[config.mk]
export PLATFORM = sky130hd
export DESIGN_NAME = dmem_bridge
export DESIGN_NICKNAME = d
export VERILOG_FILES = /design/src/rtl/dmem_bridge.sv
export SDC_FILE = /design/constraint.sdc
export NUM_CORES = 1
export LEC_CHECK = 0
export BUFFER_PORTS_ARGS = -buffer_cell sky130_fd_sc_hd__buf_4
export CAP_MARGIN = 20
export CORE_MARGIN = 5
export CORE_UTILIZATION = 30
export DETAILED_ROUTE_END_ITERATION = 6
export PLACE_DENSITY = 0.5
export SETUP_SLACK_MARGIN = 0.05
export SLEW_MARGIN = 20
export SYNTH_ARGS = -nofsm -noshare
export SYNTH_HDL_FRONTEND = slang
export SYNTH_SLANG_ARGS = --single-unit
[constraint.sdc]
create_clock -name clk -period 10.9 [get_ports clk]
set_clock_uncertainty 0.1 [all_clocks]
set_input_delay 0.545 -clock clk [delete_from_list [all_inputs] [get_ports clk]]
set_output_delay 0.545 -clock clk [all_outputs]
set_load 0.05 [all_outputs]
[src/rtl/dmem_bridge.sv]
// Data-memory bridge: posts stores into a small write buffer and runs single
// bus transactions (buffered writes first, then loads) with a timeout watchdog.
//
//   state | meaning
//   IDLE  | no bus request; pick next write from buffer, else a pending load
//   WRITE | bus write of buffer head in flight
//   READ  | bus read for the stalled load in flight
//   RDONE | load data registered; load retires this cycle
module dmem_bridge #(
  parameter int TIMEOUT = 255,
  parameter int WBDEPTH = 2
) (
  input  logic        clk,
  input  logic        reset,
  input  logic        memreadM,
  input  logic        memwriteM,
  input  logic        sbM,
  input  logic [31:0] aluoutM,
  input  logic [31:0] writedataM,
  output logic [31:0] readdataM,
  output logic        stallM,
  output logic        buserr,
  output logic        mreq,
  output logic        mwe,
  output logic [31:0] maddr,
  output logic [31:0] mwdata,
  output logic [3:0]  mbe,
  input  logic        mack,
  input  logic [31:0] mrdata
);

  localparam int PW = $clog2(WBDEPTH);
  localparam int CW = $clog2(TIMEOUT + 1);
  localparam logic [CW-1:0] CNT_LAST = CW'(TIMEOUT - 1);
  localparam logic [PW:0]   WB_FULL  = (PW + 1)'(WBDEPTH);

  localparam logic [1:0] IDLE  = 2'd0;
  localparam logic [1:0] WRITE = 2'd1;
  localparam logic [1:0] READ  = 2'd2;
  localparam logic [1:0] RDONE = 2'd3;

  logic [1:0]    state;
  logic [29:0]   wbAddr [WBDEPTH];
  logic [31:0]   wbData [WBDEPTH];
  logic [3:0]    wbBe   [WBDEPTH];
  logic [PW-1:0] rdPtr;
  logic [PW-1:0] wrPtr;
  logic [PW:0]   wbCount;
  logic [CW-1:0] cycleCnt;
  logic          wbFull;
  logic          wbEmpty;
  logic          push;
  logic          pop;
  logic          ack;
  logic          expire;

  // Admission looks only at the registered count, so a same-cycle pop never frees a slot.
  assign wbFull  = (wbCount == WB_FULL);
  assign wbEmpty = (wbCount == '0);
  assign push    = memwriteM & ~memreadM & ~wbFull;
  assign ack     = mack & mreq;
  assign expire  = ~ack & (cycleCnt == CNT_LAST);
  assign pop     = (state == WRITE) & (ack | expire);
  assign stallM  = (memreadM & (state != RDONE)) | (memwriteM & wbFull);

  always_ff @(posedge clk) begin
    if (push) begin
      wbAddr[wrPtr] <= aluoutM[31:2];
      wbData[wrPtr] <= sbM ? {4{writedataM[7:0]}} : writedataM;
      wbBe[wrPtr]   <= sbM ? (4'b0001 << aluoutM[1:0]) : 4'b1111;
    end
  end

  always_ff @(posedge clk or posedge reset) begin
    if (reset) begin
      rdPtr   <= '0;
      wrPtr   <= '0;
      wbCount <= '0;
    end else begin
      if (push) wrPtr <= wrPtr + 1'b1;
      if (pop)  rdPtr <= rdPtr + 1'b1;
      case ({push, pop})
        2'b10:   wbCount <= wbCount + 1'b1;
        2'b01:   wbCount <= wbCount - 1'b1;
        default: wbCount <= wbCount;
      endcase
    end
  end

  always_ff @(posedge clk or posedge reset) begin
    if (reset) begin
      state     <= IDLE;
      readdataM <= '0;
      mreq      <= 1'b0;
      mwe       <= 1'b0;
      maddr     <= '0;
      mwdata    <= '0;
      mbe       <= '0;
      buserr    <= 1'b0;
      cycleCnt  <= '0;
    end else begin
      buserr <= 1'b0;
      case (state)
        IDLE: begin
          cycleCnt <= '0;
          if (!wbEmpty) begin
            state  <= WRITE;
            mreq   <= 1'b1;
            mwe    <= 1'b1;
            maddr  <= {wbAddr[rdPtr], 2'b00};
            mwdata <= wbData[rdPtr];
            mbe    <= wbBe[rdPtr];
          end else if (memreadM) begin
            // A simultaneous store is illegal: flag it once and service the load only.
            state  <= READ;
            mreq   <= 1'b1;
            mwe    <= 1'b0;
            mbe    <= 4'b1111;
            maddr  <= {aluoutM[31:2], 2'b00};
            buserr <= memwriteM;
          end
        end
        WRITE: begin
          if (ack || expire) begin
            state  <= IDLE;
            mreq   <= 1'b0;
            mwe    <= 1'b0;
            buserr <= expire;
          end else begin
            cycleCnt <= cycleCnt + 1'b1;
          end
        end
        READ: begin
          if (ack) begin
            state     <= RDONE;
            mreq      <= 1'b0;
            readdataM <= mrdata;
          end else if (expire) begin
            state     <= RDONE;
            mreq      <= 1'b0;
            readdataM <= 32'hDEAD_BEEF;
            buserr    <= 1'b1;
          end else begin
            cycleCnt <= cycleCnt + 1'b1;
          end
        end
        RDONE:   state <= IDLE;
        default: state <= IDLE;
      endcase
    end
  end

endmodule

# Yosys cells after proc, flatten, opt, wreduce, memory -nomap -nowiden
# Memories as Yosys holds them, arrays and structs flattened. A register that Yosys moved wholly into a read port is not among the register bits.
# Index checks and enable logic that the tools add are counted.
[totals] regBits=85 mem_bits_rw=132 in_bits=102 n_memories=3
[mem_list] memory="wbData" words=2 word_bits=32 read_ports=1 rd_ports_with_merged_regs=1 wr=1 line="44" text="logic [31:0] wbData [WBDEPTH];"
[mem_list] memory="wbAddr" words=2 word_bits=30 read_ports=1 rd_ports_with_merged_regs=0 wr=1 line="43" text="logic [29:0] wbAddr [WBDEPTH];"
[mem_list] memory="wbBe" words=2 word_bits=4 read_ports=1 rd_ports_with_merged_regs=0 wr=1 line="45" text="logic [3:0] wbBe [WBDEPTH];"
[op_classes] n_addsub=5 n_eq_ne=15 shifts=1 muxes=36 n_bitwise=13 n_reduce_logical=14
[op_table] cell="$mux W32" count=5
[op_table] cell="$mux W8" count=3
[op_table] cell="$pmux W8 S3" count=1
[op_table] cell="$mux W1" count=14
[op_table] cell="$mux W4" count=3
[op_table] cell="$mux W2" count=5
[op_table] cell="$ne A2 B2 Y1 const B" count=5
[op_table] cell="$add A8 B1 Y8 const B" count=1
[op_table] cell="$eq A2 B2 Y1 const B" count=4
[op_table] cell="$eq A8 B8 Y1 const B" count=1
[op_table] cell="$pmux W2 S4" count=1
[op_table] cell="$reduce_and A4 Y1" count=2
[op_table] cell="$and A1 B1 Y1" count=7
[op_table] cell="$ne A3 B3 Y1 const B" count=2
[op_table] cell="$pmux W1 S3" count=2
[op_table] cell="$reduce_and A2 Y1" count=3
[op_table] cell="$reduce_and A3 Y1" count=2
[op_table] cell="$reduce_bool A2 Y1" count=3
[op_table] cell="$eq A2 B1 Y1 const B" count=2
[op_table] cell="$logic_not A2 Y1" count=2
[op_table] cell="$not A1 Y1" count=4
[op_table] cell="$pmux W2 S2" count=1
[op_table] cell="$shl A1 B2 Y4 const A" count=1
[op_table] cell="$reduce_bool A3 Y1" count=1
[op_table] cell="other kinds (7)" count=9

# Logic depth before layout (Yosys ltp)
# Gate-level depths: netlist (run 1).
[depth] depth_word=7 ltp_mapped=9 mapped_depth_nobuf=9

# Worst setup path before layout (run 1)
# OpenSTA, ideal clock, no wires.
[synth_path] kind="reg-to-reg" from="reg wbCount[0]" to="mem wbAddr[0][0] (enable)" setup_ps=491 arrival_ps=3519 path_slack_ps=6790 path_stages_with_launch=5 path_buffers=1 period_less_slack_ps=4110 path_cell_list="dfrtp_1 > buf_2 > nand2b_1 > nand3_1 > nor2_1"
[synth_via] elab_chain_len=5
[synth_rtl] element="start: declaration" line="48" text="logic [PW:0] wbCount;"
[synth_rtl] element="start signal: assignment" line="83" text="2'b10: wbCount <= wbCount + 1'b1;"
[synth_rtl] element="start signal: assignment" line="84" text="2'b01: wbCount <= wbCount - 1'b1;"
[synth_rtl] element="start signal: assignment" line="85" text="default: wbCount <= wbCount;"
[synth_rtl] element="$eq A2 B2 Y1" line="58" text="assign wbFull = (wbCount == WB_FULL);"
[synth_rtl] element="$not A1 Y1" line="60" text="assign push = memwriteM & ~memreadM & ~wbFull;"
[synth_rtl] element="$and A1 B1 Y1" line="60"
[synth_rtl] element="$mux W1" line="67" text="if (push) begin"
[synth_rtl] element="$mux W1 (implied by the code)" line="68" text="wbAddr[wrPtr] <= aluoutM[31:2];"
[synth_rtl] element="end: declaration" line="43"
# No other way between the ends.

# Worst setup path after layout (run 1)
[layout_path] from="reg wbCount[0]" to="mem wbAddr[1][5] (enable)"
# The elaborated chain is that of the path after synthesis.

==> impl_results.md, run 1 <==
- Mean routed wirelength per cell: about 17 microns
- VDD IR max: around 0.00013 V
- CP startpoint kind: flop
- Starting Density: a little under a third
- Post-route DRC: 0
- Layout Utilization: between 30% and 40%
- Leak: 5.45 nW
- Post-DRT Antenna Nets: 0
- Status: finished clean
- Worst-margin pin slew: 1.02 ns
- Post-DR vias/cell: 4.44
- DIE AREA: 0.0364 sq mm
- Share of the synthesized area in the top cell type: 40.4%
- GPL Wtd Cong: about 0.76
- Clock Path Buffers: 3
- Vias in the first global route: 6644
- First-pass GRT wire length: approximately 37000 microns
- Crit path max fanout: 66
- Total grt overflow: 0
- Die Ht: about 190 microns
- WP data arrival: 2.49 ns
- Latest clock arrival within the worst-skew pair: 0.54 ns
- Vias: 6234
- Fin nets: around 1100
- Synth Flop Type: edfxtp_1
- Row count: 66
- Diode count: 0
- Distinct cells, synth: 47
- Crit path capture type: flop
- Critical setup path kind: flop to flop
- Detailed Route WL: about 23000 microns
- Yosys warns: 0
- DPL Wire Length: 14800 microns
- Fillers: 3144
- CTS Sinks: 247
- Post-route setup TNS: 0 ns
- Netlist Area Pre-Place: slightly below 0.01 sq mm
- Hold_buf cts: 0
- Crit path required time: between 10 and 15 ns
- Post-synthesis sequential area ratio: between 60% and 70%
- RSZ-0062 raised after global routing: false
- Drt pass-1 iters: 4
- Share of cells above drive strength 1: 30.0%
- Mapped Avg Cell Area: ~13 sq um
- FMAX: 408 MHz
- MaxCap Viol Count: 0
- HP Class: primary input to async pin
- H-tree depth: 1
- Clock buffer count from CTS: 28
- Starting DRT DRC Count: about 270
- Cts repair resizes: 0
- Power Dens Cells: 325 mW/mm^2
- IO Count: 206
- Register bit total from synthesis: 247
- Rel. slew slack: 31.8%
- CTS tree: built
- Final setup fails: 0
- Post-synth EDFFs: approximately 130
- Total track usage: between 10% and 20%
- Area delta synth->final: 29.6%
- Port bufs: 203
- Top post-synthesis cells by area: edfxtp_1 40%, dfrtp_1 29%, mux2i_1 6.8%
- Final Cycle Share: between 20 and 25%
- Largest net degree at the start of global routing: 75
- Core area: 0.0325 sq mm
- Synthesized instance count: 745
- Final hold viol count: 0
- Initial antenna violation count: 1
- Die Wd: approximately 190 microns
- Reg clk slew, reported paths: roughly 0.060 ns
- FFs w/ async S/R, synth: 46.6%
- Max-slew violation count: 0
- Final Critical Period: 2.45 ns
- Post-CTS setup buffers: 0
- Clock root buffer: clkbuf_16
- Area leader, netlist: edfxtp_1
final cells by class:
type                       instances  area, sq um  area share [%]
tap                              442          553            4.35
inverter                          42          163            1.28
timing repair buffer             210         1580            12.4
multi-input combinational        412         2620            20.6
clock inverter                    12          133            1.04
sequential                       247         6850            53.8
clock buffer                      39          833            6.55
state kept, by name, summed over array words and instances, names as in the netlist, 2 cells and up:
name	flops
cycleCnt	8
maddr	30
mbe	4
mwdata	32
readdataM	32
state	2
wbAddr	60
wbBe	8
wbCount	2
wbData	64
cells by family (layout without fill, tap and decap cells):
logic type	after synthesis	count (layout)	share of synthesized area, %
AO/OA/AOI/OAI	187	187	11.9
XOR/XNOR	5	5	0.446
adder cells (fa/ha/maj)	7	7	0.892
buffers and inverters	87	303	4.01
flip-flops	247	247	69.7
multiplexers	68	68	6.98
other	1	2	0.0382
AND/OR/NAND/NOR	143	143	6.08
synthesized netlist by cell type, types with 4 or more instances:
cell and number:
inv_1 42, ha_1 7, nand3_1 9, o22ai_1 4, o22a_2 24, nand2_1 78
buf_4 5, dfrtp_1 115, clkbuf_1 22, buf_2 13, a21oi_1 32, a22o_1 9
mux2i_1 67, o21ai_0 95, edfxtp_1 132, nor2_1 41, o21ai_1 4
metal layers:
| layer | routed length (microns) | vias to the layer above | global-route usage (%) |
|---|---|---|---|
| met1 | 10500 | 3004 | 17.0 |
| met3 | 1250 | 35 | 2.48 |
| met2 | 11000 | 142 | 21.3 |
| met4 | 498 | 2 | 3.54 |
| met5 | 13 | - | 0 |
| li1 | - | 3051 | - |
worst max-delay path, stage by stage (launching register included):
cell      delay [ns]
dfrtp_1         0.52
nand2b_1        0.18
nand3_1         0.28
nor2_4          0.15
buf_4           0.71
final timing paths:
kind	startpoint	end	slack, ns	depth (start not counted)
max in group asynchronous	reset	maddr[19]$_DFFE_PP0P_	9.48	3
hold / removal	reset	readdataM[7]$_DFFE_PP0P_	0.01	2
min in group clk	writedataM[1]	wbData[0][1]$_DFFE_PP_	0.10	1
hold reg to reg	mwdata[24]$_DFFE_PP0P_	mwdata[24]$_DFFE_PP0P_	0.38	2
setup / recovery	wbCount[0]$_DFFE_PP0P_	wbAddr[1][5]$_DFFE_PP_	8.45	4
setup reg to reg	wbCount[0]$_DFFE_PP0P_	wbAddr[1][5]$_DFFE_PP_	8.45	4
cell usage in the layout (no fill, tap or decap), drive strengths merged, types with 4 or more instances in the layout:
cell    instances
a21oi          32
edfxtp        132
a22o            9
o22ai           4
inv            42
nor2           42
dfrtp         115
o21ai         100
nand2          78
ha              7
clkbuf         39
mux2i          67
o22a           26
clkinv          8
nand3           9
buf           210
power breakdown:
part	total, W	internal (W)	switching, W
Combinational	0.00173	0.000553	0.00118
Clock	0.000965	0.000599	0.000366
Sequential	0.00144	0.00126	0.000173
metrics by stage:
stage	power [W]	cell area [sq um]	cells	hold slack [ns]	setup WS, ns
2_1_floorplan	0.00269	9820	746	0.368	6.79
3_3_place_gp	0.00322	11800	1353	0.367	8.43
3_5_place_dp	0.00323	11800	1353	0.373	8.41
4_1_cts	0.00421	12700	1404	0.0728	8.43
5_1_grt	0.00440	12700	1404	0.0805	8.31
6_report	0.00413	12700	1404	0.0143	8.45
No activity file was read; power rests on OpenSTA's default activity.
==> run 2: changes to the inputs <==
ABC_AREA = 1   (was default)
clock period = 2.5 ns   (was 10.9 ns; I/O delays follow)
==> impl_results.md, run 2 <==
- Status: finished clean
- Layout Utilization: 42.6%
- Post-synthesis sequential area ratio: 69.5%
- Reg clk slew, reported paths: 0.06 ns
- Vias: 7333
- Top post-synthesis cells by area: edfxtp_1 40%, dfrtp_1 29%, nand2_1 7.9%
- CTS tree: built
- Most frequent cells in the layout: 211 x buf_4, 206 x nand2_1, 132 x edfxtp_1
- Worst-margin pin slew: 0.575 ns
- WP data arrival: between 2 and 2.5 ns
- Post-DRT Antenna Nets: 0
- Largest net degree at the start of global routing: between 70 and 80
- Yosys warns: 0
- Total grt overflow: 0
- Critical setup path kind: flop to flop
- Starting DRT DRC Count: 259
- Most frequent cell after synthesis: nand2_1
- Placed cell count: between 1000 and 1500
- Vias in the first global route: roughly 7300
- Final Critical Period: 2.06 ns
- Share of the synthesized area in the top cell type: about two fifths
- Synth Flop Type: edfxtp_1
- Area delta synth->final: 40.5%
- Worst-path cell chain: inv_1, ha_1, nand2_1, nor2_1, nand2_2, nand2_4, nand2_1, inv_1, ha_1, a21oi_1, o21ai_0, xnor2_1
- RSZ-0062 raised after global routing: false
- Final setup fails: 0
- Crit path max fanout: 4
- MaxCap Viol Count: 0
- Die Wd: 191 microns
- HP Class: primary input to flop
- Core area: 0.0325 sq mm
- Power Dens Cells: between 1000 and 1500 mW/mm^2
- Die Ht: 191 microns
- CTS Sinks: 247
- Non-filler cells, final: approximately 1700
- Clock buffer count from CTS: 29
- Final worst slack: 0.439 ns
- Netlist Area Pre-Place: 0.00984 sq mm
- GPL Wtd Cong: ~0.83
- Initial antenna violation count: 2
- Post-synth top cells: 206 x nand2_1, 132 x edfxtp_1, 115 x dfrtp_1, 90 x a21oi_1, 69 x nor2_1
- Max-slew violation count: 0
- Distinct cells, synth: 31
- H-tree depth: 1
- Final Cycle Share: 82.4%
- Latest clock arrival within the worst-skew pair: 0.54 ns
- DIE AREA: 0.0365 sq mm
- Post-DR vias/cell: approximately 4.4
- Post-route setup TNS: 0 ns
- FMAX: between 400 and 500 MHz
- Crit-path slowest cell: dfrtp_1
- VDD IR max: 0.000691 V
- Crit path required time: 2.81 ns
- Number of flip-flops in the largest register: 64
- Final hold viol count: 0
- Detailed Route WL: 25600 microns
- Port bufs: ~200
- Cts repair resizes: 0
- Fin nets: 1298
- Post-synth EDFFs: 132
- Synthesized instance count: 883
- Clock Path Buffers: 3
- Drt pass-1 iters: 4
- Most common cell after layout, fill and taps aside: buf_4
- Worst path max stage delay: 0.40 ns
- First-pass GRT wire length: 39800 microns
- Worst slack at placement: 0.446 ns
- Total track usage: 13.5%
- Reg with most FFs: wbData
- FFs w/ async S/R, synth: 46.6%
- IO Count: 206
- Mapped Avg Cell Area: about 11 sq um
- DPL Wire Length: 16200 microns
- Post-route DRC: 0
- Clock root buffer: clkbuf_16
- Leak: 5.90 nW
- Largest regs: wbData x64, wbAddr x60
- CP startpoint kind: flop
- Register bit total from synthesis: 247
- Share of cells above drive strength 1: 22.9%
- Rel. slew slack: about 60%
- Mean routed wirelength per cell: 15.5 microns
- Row count: 66
- Starting Density: 30.3%
- Crit path capture type: flop
- Area leader, netlist: edfxtp_1
==> run 2: changes by cell type after synthesis, moves of 30 or more <==
cell / delta
a21oi_1: +58
a31oi_1: +35
mux2i_1: -67
nand2_1: +128
o21ai_0: -59
o21ai_1: +30
==> run 2: final cells by class <==
type / count / area, sq um
diodes: 2 / 5.00
clock buffers: 40 / 797
clock inverters: 13 / 119
fillers: 3107 / 18600
inverters: 69 / 263
multi-input cells: 522 / 2490
flip-flops and latches: 247 / 6840
well taps: 442 / 553
repair buffers: 320 / 2750
==> run 2: stage by stage <==
stage                     instance area [sq um]  hold WS [ns]  power (W)
after floorplan                            9850         0.124     0.0117
after global placement                    11900         0.136     0.0143
after detailed placement                  11900         0.138     0.0143
after CTS                                 13800        0.0288     0.0186
after global routing                      13800        0.0594     0.0195
final                                     13800        0.0803     0.0183
==> run 2: logic make-up (layout without fill, tap and decap cells) <==
kind of cell	Yosys count	count (layout)	synth area share, %
and+or+nand+nor	301	301	12.4
DFF	247	247	69.5
AOI/OAI and AO/OA	206	206	11.3
buffers and inverters	115	442	5.30
adders and majority gates	7	7	0.890
xor gates and xnor gates	6	6	0.534
other	1	4	0.0381
==> run 2: power breakdown <==
group	leakage [nW]	switching (W)	internal [W]
logic	2.89	0.00563	0.00246
registers	2.55	0.000668	0.00549
clock network	0.452	0.00162	0.00242
==> run 2: final timing paths <==
check	startpoint	to	slack, ns	cells past startpoint
worst max-delay path	cycleCnt[0]$_DFFE_PP0P_	wbCount[1]$_DFFE_PP0P_	0.44	12
worst min-delay path	mack	buserr$_DFF_PP0_	0.08	4
worst max register to register	cycleCnt[0]$_DFFE_PP0P_	wbCount[1]$_DFFE_PP0P_	0.44	12
worst min register to register	maddr[3]$_DFFE_PP0P_	maddr[3]$_DFFE_PP0P_	0.39	2
max in group asynchronous	reset	maddr[15]$_DFFE_PP0P_	1.34	4
min in group asynchronous	reset	maddr[28]$_DFFE_PP0P_	0.11	3
==> run 2: repair_timing <==
item,CTS,global route
endpoints found under the setup margin,0,0
hold endpoints to repair,247,0
hold buffers,102,0
setup buffers,0,0
==> run 2: routing by layer <==
layer / global-route usage (%) / routed length, microns / vias to the layer above
met5: 0 / 0 / -
met4: 2.85 / 525 / 0
met3: 3.20 / 1830 / 35
met2: 22.6 / 11900 / 221
met1: 18.0 / 11400 / 3467
li1: - / - / 3610
==> run 2: critical path: cells and delay by family (launching register included) <==
| kind | cells | cell delay (ns) |
|---|---|---|
| compound gates | 2 | 0.23 |
| xor+xnor | 1 | 0.14 |
| fa+ha+maj | 2 | 0.40 |
| buf+inv | 2 | 0.17 |
| flops | 1 | 0.40 |
| simple gates | 5 | 0.50 |
==> run 3: changes to the inputs <==
PLACE_DENSITY = 0.52   (was 0.5)
clock period = 1.7 ns   (was 2.5 ns; I/O delays follow)
==> impl_results.md, run 3 (synthesized netlist as in run 2, its figures left out) <==
- Status: complete, but fails checks
- Failing checks: negative setup slack
- Row count: 66
- Final Cycle Share: 102%
- RSZ-0062 raised after global routing: true
- Area delta synth->final: 51.2%
- GPL Wtd Cong: 0.791
- Post-route setup TNS: -0.0345 ns
- Die Wd: 191 microns
- Post-route DRC: 0
- Final worst slack: -0.0345 ns
- Post-DR vias/cell: 4.46
- Worst reg2reg setup slack: -0.03 ns
- Vias in the first global route: 7470
- Flop pwr share: between 30 and 40%
- Internal power: 0.0169 W
- Largest net degree at the start of global routing: 72
- Most frequent cells in the layout: 240 x buf_4, 186 x nand2_1, 132 x edfxtp_1
- Hold_sp: writedataM[5]
- Total grt overflow: 0
- Leak: 6.36 nW
- Crit path capture type: flop
- R2r startpoint: cycleCnt[0]$_DFFE_PP0P_
- Layout Utilization: 45.8%
- Switching Power: 0.0126 W
- HP Class: primary input to flop
- First-pass GRT wire length: 41300 microns
- Reg clk slew, reported paths: 0.06 ns
- Comb pwr share: between 40 and 50%
- Crit path max fanout: 2
- Drt pass-1 iters: 4
- Hold slack: 0.176 ns
- IO Count: 206
- Post-DRT Antenna Nets: 0
- Number of flip-flops in the largest register: 64
- FMAX: 577 MHz
- Critical setup path kind: flop to flop
- Clock Path Buffers: 3
- Initial antenna violation count: 1
- Crit path required time: 2.01 ns
- Starting Density: 30.3%
- Clock root buffer: clkbuf_16
- Share of cells above drive strength 1: 31.2%
- Max-slew violation count: 0
- Core area: between 0.03 and 0.04 sq mm
- Worst Hold Endpoint: wbData[1][5]$_DFFE_PP_
- Mean routed wirelength per cell: 16.1 microns
- Final setup fails: 1
- CTS Sinks: 247
- Fin nets: ~1400
- Vias: between 7000 and 8000
- DPL Wire Length: 16800 microns
- CP startpoint kind: flop
- DIE AREA: between 0.03 and 0.04 sq mm
- MaxCap Viol Count: 0
- Starting DRT DRC Count: 295
- Port bufs: 203
- WP data arrival: about 2.1 ns
- Clock buffer count from CTS: 29
- Switching share of power: 42.6%
- Reg with most FFs: wbData
- Final hold viol count: 0
- CTS tree: built
- Power Dens Cells: 1980 mW/mm^2
- Die Ht: between 150 and 200 microns
- R2r endpoint: wbCount[1]$_DFFE_PP0P_
- H-tree depth: 1
- Final Critical Period: 1.73 ns
- Detailed Route WL: 27500 microns
- Most common cell after layout, fill and taps aside: buf_4
- Clock network fraction of total power: a little over a fifth
- Largest regs: wbData x64, wbAddr x60
- R2R cell count: 12
- Cell depth of the worst hold path: 2
- Latest clock arrival within the worst-skew pair: 0.54 ns
- Total track usage: 14.1%
- VDD IR max: ~0.0015 V
run 3: cell types whose count changed in the layout (fill, tap and decap cells not counted), moves of 7 or more:
cell / before / now
nand2_1: 206 / 186
nor2_1: 67 / 57
nand2_2: 1 / 14
o21ai_2: 0 / 7
buf_4: 211 / 240
buf_6: 0 / 8
nor2_4: 5 / 12
buf_12: 7 / 15
run 3: metal layers:
layer | up-vias | global-route usage (%) | wire [microns]
met2 | 219 | 23.5 | 12900
met4 | 0 | 2.96 | 505
met5 | - | 0 | 0
li1 | 3706 | - | -
met1 | 3647 | 18.7 | 12000
met3 | 41 | 3.45 | 2070
run 3: stage by stage:
stage | power (W) | cells | setup WS (ns) | instance area [sq um]
after global routing | 0.0312 | 1708 | -0.0948 | 14900
after detailed placement | 0.0216 | 1525 | -0.107 | 12200
after global placement | 0.0215 | 1525 | -0.119 | 12200
after CTS | 0.0287 | 1696 | -0.0143 | 14500
final | 0.0295 | 1708 | -0.0345 | 14900
after floorplan | 0.0173 | 884 | -0.459 | 9890
run 3: what timing repair did:
action / 4_1_cts / 5_1_grt
setup buffers: 14 / 10
pin swaps: 13 / 22
endpoints found under the hold margin: 312 / 0
hold buffers: 103 / 0
gates cloned: 1 / 5
gates resized for setup: 30 / 68
endpoints found under the setup margin: 49 / 122
run 3: worst max-delay path: stages (launching register included):
cell and delay (ns):
dfrtp_1 0.38, inv_2 0.08, ha_4 0.13, nand2_4 0.04
nor2_4 0.10, nand2_2 0.09, nand2_4 0.08, nand2_2 0.05
inv_2 0.06, ha_4 0.19, a21oi_2 0.09, o21ai_1 0.08
xnor2_1 0.12
run 3: power by group through the flow:
| stage | combinational, W | sequential, W | clock, W |
|---|---|---|---|
| after floorplan | 0.00441 | 0.0129 | 0 |
| after global placement | 0.0124 | 0.00911 | 0 |
| after detailed placement | 0.0125 | 0.00912 | 0 |
| after CTS | 0.0132 | 0.00906 | 0.00649 |
| after global routing | 0.0151 | 0.00934 | 0.00679 |
| final | 0.0140 | 0.00914 | 0.00633 |
run 3: how the worst max path moves through the flow:
| stage | cells after the start | endpoint | start |
|---|---|---|---|
| after CTS | 12 | wbCount[1]$_DFFE_PP0P_ | cycleCnt[0]$_DFFE_PP0P_ |
| final | 12 | wbCount[1]$_DFFE_PP0P_ | cycleCnt[0]$_DFFE_PP0P_ |
| after global placement | 12 | wbCount[1]$_DFFE_PP0P_ | cycleCnt[0]$_DFFE_PP0P_ |
| after floorplan | 4 | wbAddr[0][0]$_DFFE_PP_ | wbCount[0]$_DFFE_PP0P_ |
| after global routing | 12 | wbCount[1]$_DFFE_PP0P_ | cycleCnt[0]$_DFFE_PP0P_ |
| after detailed placement | 12 | wbCount[1]$_DFFE_PP0P_ | cycleCnt[0]$_DFFE_PP0P_ |
run 3: final cells by class:
type / count / area (sq um)
inverter: 69 / 270
multi-input combinational: 522 / 2800
sequential: 247 / 6850
clock buffer: 43 / 858
antenna: 1 / 2.50
tap: 442 / 553
clock inverter: 11 / 135
timing repair buffer: 373 / 3410
fill: 2953 / 17600
